<file path="config.mk">
export PLATFORM = sky130hd
export DESIGN_NAME = cmsdk_ahb_out_arb_np
export DESIGN_NICKNAME = d
export VERILOG_FILES = /design/src/rtl/cmsdk_ahb_arb_pkg.sv /design/src/rtl/cmsdk_ahb_arb_rr_pick.sv /design/src/rtl/cmsdk_ahb_out_arb_np.sv
export SDC_FILE = /design/constraint.sdc
export NUM_CORES = 1
export LEC_CHECK = 0
export ABC_AREA = 1
export BUFFER_PORTS_ARGS = -buffer_cell sky130_fd_sc_hd__buf_2
export CORE_ASPECT_RATIO = 0.8
export CORE_UTILIZATION = 30
export CTS_CLUSTER_SIZE = 20
export DETAILED_ROUTE_END_ITERATION = 10
export SETUP_SLACK_MARGIN = 0.5
export SYNTH_ARGS = -nofsm -noshare
export SYNTH_HDL_FRONTEND = slang
export SYNTH_HIERARCHICAL = 1
export SYNTH_SLANG_ARGS = --single-unit
</file>
<file path="constraint.sdc">
create_clock -name HCLK -period 1.9 [get_ports HCLK]
set_input_delay 0.095 -clock HCLK [delete_from_list [all_inputs] [get_ports HCLK]]
set_output_delay 0.095 -clock HCLK [all_outputs]
set_load 0.05 [all_outputs]
</file>
<file path="src/rtl/cmsdk_ahb_arb_pkg.sv">
// Shared encodings and helpers for the N-port AHB output-stage arbiter.
// Holds the AHB transfer/burst encodings, the arbitration mode selectors
// and the beat-count reload lookup used by the burst tracker.
package cmsdk_ahb_arb_pkg;

    // HTRANS encodings
    localparam logic [1:0] HTRANS_IDLE   = 2'b00;
    localparam logic [1:0] HTRANS_BUSY   = 2'b01;
    localparam logic [1:0] HTRANS_NONSEQ = 2'b10;
    localparam logic [1:0] HTRANS_SEQ    = 2'b11;

    // HBURST encodings
    localparam logic [2:0] HBURST_SINGLE = 3'b000;
    localparam logic [2:0] HBURST_INCR   = 3'b001;
    localparam logic [2:0] HBURST_WRAP4  = 3'b010;
    localparam logic [2:0] HBURST_INCR4  = 3'b011;
    localparam logic [2:0] HBURST_WRAP8  = 3'b100;
    localparam logic [2:0] HBURST_INCR8  = 3'b101;
    localparam logic [2:0] HBURST_WRAP16 = 3'b110;
    localparam logic [2:0] HBURST_INCR16 = 3'b111;

    // Arbitration modes
    localparam int ARB_FIXED = 0;
    localparam int ARB_RR    = 1;

    // Width of the remaining-beat counter (enough for a 16-beat burst)
    localparam int BEAT_W = 4;

    // Number of beats still to come after the NONSEQ of a fixed-length
    // burst. Undefined-length (INCR) and SINGLE return 0: INCR is held
    // open by its HBURST value instead of by the counter.
    function automatic logic [BEAT_W-1:0] burst_beats(input logic [2:0] hburst);
        logic [BEAT_W-1:0] beats;
        case (hburst)
            HBURST_WRAP4,  HBURST_INCR4:  beats = 4'd3;
            HBURST_WRAP8,  HBURST_INCR8:  beats = 4'd7;
            HBURST_WRAP16, HBURST_INCR16: beats = 4'd15;
            default:                      beats = 4'd0;
        endcase
        return beats;
    endfunction

endpackage

</file>
<file path="src/rtl/cmsdk_ahb_arb_rr_pick.sv">
// Rotating priority encoder. Returns the first set bit of 'eligible'
// searching from ptr+1 upwards, wrapping modulo NUM_PORTS (so any port
// count, power of two or not, is handled). With ptr tied to NUM_PORTS-1
// the search starts at index 0, which gives plain fixed priority.
module cmsdk_ahb_arb_rr_pick #(
    parameter int NUM_PORTS = 4,
    parameter int PORT_W    = 2
) (
    input  logic [NUM_PORTS-1:0] eligible,
    input  logic [PORT_W-1:0]    ptr,
    output logic [PORT_W-1:0]    idx,
    output logic                 valid
);

    // Scan offsets from farthest to nearest so the nearest match wins.
    always_comb begin
        int j;
        idx   = '0;
        valid = 1'b0;
        j     = 0;
        for (int k = NUM_PORTS; k >= 1; k--) begin
            j = (int'(ptr) + k) % NUM_PORTS;
            if (eligible[j]) begin
                idx   = PORT_W'(j);
                valid = 1'b1;
            end
        end
    end

endmodule

</file>
<file path="src/rtl/cmsdk_ahb_out_arb_np.sv">
// Output-stage arbiter for one slave port of the AHB bus matrix, with N
// input stages. Picks which input stage owns the shared slave, either by
// fixed priority (port 0 highest) or round-robin. A locked sequence or a
// defined-length burst in progress is never interrupted; undefined-length
// INCR bursts are held until the owner stops issuing SEQ/BUSY.
//
// Handshake: req_port[i] is a level request from input stage i and stays
// asserted until that stage is served; HREADYM acts as the ready/advance
// strobe -- every piece of arbiter state moves only on a rising HCLK edge
// where HREADYM is 1, so wait states never alter the grant. A request seen
// on such an edge shows up on addr_in_port in the following cycle.
module cmsdk_ahb_out_arb_np
    import cmsdk_ahb_arb_pkg::*;
#(
    parameter int NUM_PORTS = 4,
    parameter int PORT_W    = 2,
    parameter int ARB_MODE  = ARB_FIXED
) (
    input  logic                 HCLK,
    input  logic                 HRESETn,
    input  logic [NUM_PORTS-1:0] req_port,
    input  logic                 HREADYM,
    input  logic                 HSELM,
    input  logic [1:0]           HTRANSM,
    input  logic [2:0]           HBURSTM,
    input  logic                 HMASTLOCKM,
    output logic [PORT_W-1:0]    addr_in_port,
    output logic                 no_port
);

    // Pointer value that makes the rotating search start at port 0
    localparam logic [PORT_W-1:0] PTR_LAST = PORT_W'(NUM_PORTS - 1);

    logic [PORT_W-1:0]    rr_ptr;
    logic [BEAT_W-1:0]    beat_cnt;

    logic                 active;
    logic [NUM_PORTS-1:0] cur_onehot;
    logic [NUM_PORTS-1:0] eligible;
    logic                 hold;
    logic [BEAT_W-1:0]    beat_cnt_nxt;

    logic [PORT_W-1:0]    pick_ptr;
    logic [PORT_W-1:0]    pick_idx;
    logic                 pick_valid;

    logic [PORT_W-1:0]    addr_nxt;
    logic                 no_port_nxt;
    logic [PORT_W-1:0]    rr_ptr_nxt;

    // The current owner stays a candidate while it is still talking to the
    // slave, even if its own request line has dropped.
    always_comb begin
        active = HSELM & (HTRANSM != HTRANS_IDLE);
        for (int i = 0; i < NUM_PORTS; i++) begin
            cur_onehot[i] = (int'(addr_in_port) == i);
        end
        eligible = req_port | (cur_onehot & {NUM_PORTS{active}});
    end

    // Remaining-beat tracking; a NONSEQ or IDLE arriving before the count
    // expires is an early-terminated burst, so the count restarts/clears.
    always_comb begin
        beat_cnt_nxt = beat_cnt;
        case (HTRANSM)
            HTRANS_NONSEQ: beat_cnt_nxt = HSELM ? burst_beats(HBURSTM) : '0;
            HTRANS_SEQ:    beat_cnt_nxt = (beat_cnt == '0) ? '0 : beat_cnt - 1'b1;
            HTRANS_IDLE:   beat_cnt_nxt = '0;
            default:       beat_cnt_nxt = beat_cnt;
        endcase
    end

    // Ownership is frozen for locked transfers and for SEQ/BUSY beats that
    // still belong to a fixed-length burst or to an undefined-length INCR.
    always_comb begin
        hold = HMASTLOCKM
             | (((HTRANSM == HTRANS_BUSY) | (HTRANSM == HTRANS_SEQ))
                & ((beat_cnt != '0) | (HBURSTM == HBURST_INCR)));
    end

    // Fixed mode reuses the rotating encoder with the search anchored at 0.
    always_comb begin
        pick_ptr = (ARB_MODE == ARB_RR) ? rr_ptr : PTR_LAST;
    end

    cmsdk_ahb_arb_rr_pick #(
        .NUM_PORTS (NUM_PORTS),
        .PORT_W    (PORT_W)
    ) u_pick (
        .eligible (eligible),
        .ptr      (pick_ptr),
        .idx      (pick_idx),
        .valid    (pick_valid)
    );

    // Next grant: hold wins, then a new pick, then keep the current port
    // selected (idling) while the slave is addressed, else release.
    always_comb begin
        addr_nxt    = addr_in_port;
        no_port_nxt = no_port;
        rr_ptr_nxt  = rr_ptr;
        if (hold) begin
            addr_nxt    = addr_in_port;
            no_port_nxt = no_port;
        end else if (pick_valid) begin
            addr_nxt    = pick_idx;
            no_port_nxt = 1'b0;
            // Only a real grant moves the pointer: a change of owner, or
            // the owner re-winning with its request still raised.
            if ((ARB_MODE == ARB_RR) &&
                ((pick_idx != addr_in_port) || req_port[pick_idx])) begin
                rr_ptr_nxt = pick_idx;
            end
        end else if (HSELM) begin
            no_port_nxt = 1'b0;
        end else begin
            no_port_nxt = 1'b1;
        end
    end

    // Decision and burst state, advanced only on completed output beats.
    always_ff @(posedge HCLK or negedge HRESETn) begin
        if (!HRESETn) begin
            addr_in_port <= '0;
            no_port      <= 1'b1;
            rr_ptr       <= PTR_LAST;
            beat_cnt     <= '0;
        end else if (HREADYM) begin
            addr_in_port <= addr_nxt;
            no_port      <= no_port_nxt;
            rr_ptr       <= rr_ptr_nxt;
            beat_cnt     <= beat_cnt_nxt;
        end
    end

endmodule

</file>
==> results of run 1 <==
## worst paths after layout
path | startpoint | end
worst max-delay path | addr_in_port[1] | addr_in_port[0]
worst min-delay path | HSELM | no_port
worst max register to register | addr_in_port[1] | addr_in_port[0]
worst min register to register | no_port | no_port
max in group asynchronous | HRESETn | no_port
min in group asynchronous | HRESETn | beat_cnt[0]
## power by group through the flow
| stage | logic (mW) | registers, mW | clock network (mW) |
|---|---|---|---|
| floorplan | 0.183 | 0.247 | 0 |
| global placement | 0.278 | 0.208 | 0 |
| detailed placement | 0.284 | 0.210 | 0 |
| CTS | 0.384 | 0.207 | 0.144 |
| global route | 0.472 | 0.210 | 0.154 |
| finish | 0.439 | 0.206 | 0.143 |
## cells in the mapped netlist (3+ instances only)
library cell  count  area [um2]
dfrtp_1           6         150
nand2_1          44         165
o21bai_1          4        30.0
inv_2             3        11.3
ha_1              5        62.6
nor2_4            3        33.8
nand2_2           7        43.8
nand3_1           7        35.0
a21oi_1           4        20.0
inv_1            20        75.1
nor2_1           11        41.3
## layer usage
layer  vias up  track usage [%]  wire length (um)
li1        518                -                 -
met1       490             24.1              1220
met2        58             31.5              1370
met3        14             2.39               162
met4         0             13.3               130
met5         -                0                 0
## per-stage QoR
stage / power, mW / instances / worst slack (ps) / area, um2
floorplan: 0.431 / 137 / 385 / 853
finish: 0.789 / 229 / 320 / 1310
global route: 0.837 / 229 / 264 / 1310
CTS: 0.735 / 227 / 464 / 1270
detailed placement: 0.494 / 188 / 170 / 967
global placement: 0.486 / 188 / 201 / 967
## flip-flops by register name, indices dropped and copies added, names as in the netlist
signal	cells
beat_cnt	4
addr_in_port	2
no_port	1
## worst reg2reg max path: stages, from the launching register on
cell      delay [ps]
dfrtp_2          430
inv_2             60
nand2_1           50
o21bai_2         170
nand2_1          120
o21ai_2          110
nand2_1          110
nand2_1          100
inv_2             50
nand3_2           80
nand2_2           60
nand4_1           70
nand2_1           60
## logic make-up after synthesis
family,after synthesis
AO/OA/AOI/OAI,12
XOR/XNOR,1
adder cells (fa/ha/maj),5
buffers and inverters,25
flip-flops,7
other,1
AND/OR/NAND/NOR,82
## timing repair
item | in CTS | in global routing
cloned | 0 | 0
gates resized for setup | 4 | 7
hold buffers | 1 | 0
pin swaps | 16 | 15
endpoints found under the hold margin | 7 | 0
setup endpoints to repair | 3 | 3
buffers inserted | 34 | 2
## area by class of cell
class / instances / area, um2 / share of cell area, %
Inverter: 24 / 97.6 / 7.46
Timing Repair Buffer: 53 / 360 / 27.6
Clock buffer: 4 / 26.3 / 2.01
Multi-Input combinational cell: 105 / 599 / 45.8
Sequential cell: 7 / 179 / 13.7
Tap cell: 36 / 45.0 / 3.44
==> impl_metrics.py, run 1 <==
metrics = {
    "status": {
        "status": "complete, no violations",
    },
    "routing": {
        "vias_per_cell": 4.72,
        "wirelength_um": 2880,
        "dr.pass1.iters": 4,
        "drc_errors": 0,
        "route.vias.total": 1080,
        "ant_nets": 0,
        "drt_iter0_drc": 34,
        "wl_per_cell_um": 12.6,
    },
    "synthesis": {
        "synth_area_um2": 831,
        "synth_adder_area_share_pct": 7.53,
        "synthArstFlopShare_pct": 100,
        "synth.distinct_cells": 25,
        "synth_compound_area_share_pct": 9.34,
        "synth_ff_type": "dfrtp_1",
        "synth_xor_area_share_pct": 1.05,
        "syn_area_per_cell_um2": 6.25,
        "synth_seq_area_share_pct": 21.2,
        "syn_inst": 133,
        "synth-edff-count": 0,
        "ys_warn_count": 6,
        "ys_ff_latch": 7,
        "yosys.area_share.simple_pct": 47.3,
        "synth_top_family_by_area": "simple AND/OR/NAND/NOR gates",
        "synthMuxAreaShare_pct": 0,
    },
    "worst_hold_path": {
        "hp-class": "in2reg",
        "worstHoldPathCells": 3,
    },
    "final_layout": {
        "final_common_cell": "nand2_1",
        "postLayoutCoreUtil_pct": 51.4,
        "layout_common_cells": "nand2_1 (39), buf_4 (36), inv_1 (17), buf_2 (16)",
        "diodes": 0,
        "drive_gt1_share_pct": 47.7,
        "syn_to_final_growth_pct": 57.4,
        "final_nets": 213,
        "n_fill_cell": 237,
    },
    "floorplanning": {
        "die_w_um": 60.8,
        "fp-row-count": 16,
        "dieHeight_um": 49.1,
        "initial_core_util_pct": 32.7,
        "die-area_mm2": 0.00299,
        "core_area_mm2": 0.00254,
        "io_pins": 17,
    },
    "job": {
        "cap_violations": 0,
    },
    "critical_path": {
        "r2r_cells": 12,
        "max_stage_delay_ps": 430,
        "cp_cell_sequence": "inv_2 > nand2_1 > o21bai_2 > nand2_1 > o21ai_2 > nand2_1 > nand2_1 > inv_2 > nand3_2 > nand2_2 > nand4_1 > nand2_1",
        "crit_cells": 12,
        "cp_top_family": "simple AND/OR/NAND/NOR gates",
        "crit_path_frequent_cell": "nand2_1",
        "critical_path_class": "reg2reg",
        "slowest_stage": "dfrtp_2",
        "worstSetupStartpointType": "flop",
        "cp_max_fo": 5,
        "arrival_ps": 1730,
        "path_buf_inv": 2,
        "cp.required_ps": 2050,
        "end_kind": "flop",
        "rrSetupSlack_ps": 320,
    },
    "power": {
        "net-switching-power_mw": 0.341,
        "p_leak_nw": 0.761,
        "power_frac_seq_pct": 26.1,
        "internal-power_mw": 0.448,
        "swShare_pct": 43.2,
        "irDropWorstVdd_v": 0.000181,
        "clock_power_share_pct": 18.2,
        "powerDensity_mw_per_mm2": 603,
        "combPwrFrac_pct": 55.7,
    },
    "sta": {
        "setup_viol": 0,
        "fin_crit_sh_pct": 83.1,
        "period_minus_slack_ps": 1580,
        "finalMaxSlewViolations": 0,
        "timing.hold.ws_ps": 113,
        "finClkSkew_ps": 2.51,
        "fin_setup_tns_ps": 0,
        "fmax_mhz": 633,
        "rsz0062_at_grt": "yes",
        "hold_viol_final": 0,
    },
    "place": {
        "dp_hpwl_um": 1420,
        "routabilityCongestion": 0.786,
        "port_buffers": 16,
    },
    "grt": {
        "grt_overflow": 0,
        "antenna_found_initial": 0,
        "grt_pass1_vias": 1029,
        "grt_usage_pct": 19.7,
        "grt_pass1_wl_um": 4400,
        "grt_start_max_net_pins": 9,
    },
    "clock_tree": {
        "clk_latency_ps": 260,
        "numCtsBuffers": 3,
        "cts_sinks": 7,
        "tritoncts": "built",
        "cts_buffer_depth": 2,
        "cts_root_buf": "clkbuf_4",
        "h-tree-depth": 1,
        "clk_pin_slew_ps": 50,
    },
}
(Power assumes the default switching activity.)
==> inputs of run 2 (changes only) <==
Clock period 1.9 ns to 1.3 ns, I/O delays scaled along.
==> impl_metrics.py, run 2 (synthesis results as in run 1) <==
metrics = {
    "status": {
        "status": "finished with violations",
        "violations": "setup timing",
    },
    "final_layout": {
        "drive_gt1_share_pct": 49.4,
        "reg_top3": "beat_cnt: 4 flops, addr_in_port: 2 flops, no_port: 1 flops",
        "final_common_cell": "nand2_1",
        "final_nets": 196,
        "top_register": "beat_cnt",
        "syn_to_final_growth_pct": 53.8,
        "largest_reg_flops": 4,
        "postLayoutCoreUtil_pct": 50.2,
        "layout_common_cells": "nand2_1 (36), buf_4 (16), inv_1 (15), nand2_2 (14), buf_2 (13)",
        "diodes": 0,
    },
    "place": {
        "routabilityCongestion": 0.860,
        "port_buffers": 16,
        "dp_hpwl_um": 1530,
    },
    "worst_hold_path": {
        "hold_path_end": "no_port",
        "hp-class": "in2reg",
        "worstHoldPathCells": 4,
        "min_from": "HMASTLOCKM",
    },
    "grt": {
        "grt_pass1_wl_um": 3390,
        "antenna_found_initial": 0,
        "grt_start_max_net_pins": 9,
        "grt_overflow": 0,
        "grt_usage_pct": 14.7,
        "grt_pass1_vias": 815,
    },
    "critical_path": {
        "rrSetupSlack_ps": -150,
        "path_buf_inv": 0,
        "cp.required_ps": 1490,
        "cp_max_fo": 4,
        "max_stage_delay_ps": 430,
        "critical_path_class": "reg2reg",
        "r2r_cells": 8,
        "arrival_ps": 1650,
        "slowest_stage": "dfrtp_2",
        "cp_cell_sequence": "nand2_1 > o21bai_1 > nand2_1 > nand2_2 > nor2_1 > nand2_2 > or2_4 > o21ai_2",
        "cp_top_family": "simple AND/OR/NAND/NOR gates",
        "reg2reg_to": "no_port",
        "r2r_start": "addr_in_port[1]",
        "worstSetupStartpointType": "flop",
        "end_kind": "flop",
    },
    "clock_tree": {
        "cts_sinks": 7,
        "numCtsBuffers": 3,
        "cts_buffer_depth": 2,
        "cts_root_buf": "clkbuf_4",
        "h-tree-depth": 1,
        "clk_latency_ps": 260,
        "clk_pin_slew_ps": 60,
        "tritoncts": "built",
    },
    "routing": {
        "drc_errors": 0,
        "wl_per_cell_um": 10.3,
        "dr.pass1.iters": 4,
        "drt_iter0_drc": 13,
        "vias_per_cell": 4.28,
        "route.vias.total": 907,
        "ant_nets": 0,
        "wirelength_um": 2190,
    },
    "floorplanning": {
        "fp-row-count": 16,
        "core_area_mm2": 0.00254,
        "die_w_um": 60.8,
        "io_pins": 17,
        "initial_core_util_pct": 32.7,
        "die-area_mm2": 0.00299,
        "dieHeight_um": 49.1,
    },
    "sta": {
        "rsz0062_at_grt": "yes",
        "fin_setup_tns_ps": -416,
        "fin_crit_sh_pct": 112,
        "period_minus_slack_ps": 1450,
        "fmax_mhz": 688,
        "finClkSkew_ps": 1.29,
        "setup_viol": 3,
        "timing.hold.ws_ps": 82.7,
        "timing.final.ws_setup_ps": -154,
        "hold_viol_final": 0,
        "finalMaxSlewViolations": 0,
    },
    "power": {
        "irDropWorstVdd_v": 0.000365,
        "powerDensity_mw_per_mm2": 934,
        "p_leak_nw": 0.692,
    },
    "job": {
        "cap_violations": 0,
    },
}
run 2: cell types whose count changed in the layout (fill, tap and decap cells not counted), moves of 3 or more:
cell | before | now
buf_4 | 36 | 16
a21oi_1 | 4 | 1
a21oi_2 | 0 | 3
buf_2 | 16 | 13
buf_6 | 0 | 3
buf_8 | 0 | 3
nand2_1 | 39 | 36
nand2_2 | 11 | 14
run 2: how the worst max path moves through the flow:
stage,start,to,cells after the start
final,addr_in_port[1],no_port,8
after CTS,addr_in_port[1],addr_in_port[0],12
after global placement,HTRANSM[0],addr_in_port[0],14
after global routing,addr_in_port[1],addr_in_port[0],12
after floorplan,addr_in_port[1],no_port,10
after detailed placement,HTRANSM[1],addr_in_port[0],14
run 2: power by group:
part	internal [mW]	switching [mW]
clock	0.118	0.0923
combinational	0.316	0.362
sequential	0.259	0.0469
total	0.693	0.501
run 2: tightest hold or removal path, delay by kind of cell:
family / cells / cell delay, ps
buffers and inverters: 1 / 100
AOI/OAI and AO/OA: 1 / 50
and+or+nand+nor: 2 / 120
run 2: layer usage:
metal  wire [um]  track usage (%)  up-vias
li1            -                -      485
met1        1100             21.8      394
met2         973             21.2       22
met3          62             1.86        6
met4          56             5.68        0
met5           0                0        -
run 2: area by class of cell:
class	instances	area, um2
clock buffer	4	26.3
fill	255	1260
inverter	24	97.6
multi-input combinational	105	656
sequential	7	179
tap	36	45.0
timing repair buffer	36	274
run 2: timing repair:
action	in CTS	in global routing
buffers inserted	8	4
pin swaps	15	19
endpoints found under the setup margin	10	10
endpoints found under the hold margin	7	0
resized for setup	21	12
hold buffers	1	0
run 2: stage by stage:
step                      setup WS [ps]  cells  instance area [um2]  power [mW]
after floorplan                    -215    137                  871       0.644
after global placement             -281    195                 1040       0.769
after detailed placement           -338    195                 1040       0.781
after CTS                          -121    208                 1210        1.12
after global routing               -284    212                 1280        1.29
final                              -154    212                 1280        1.19
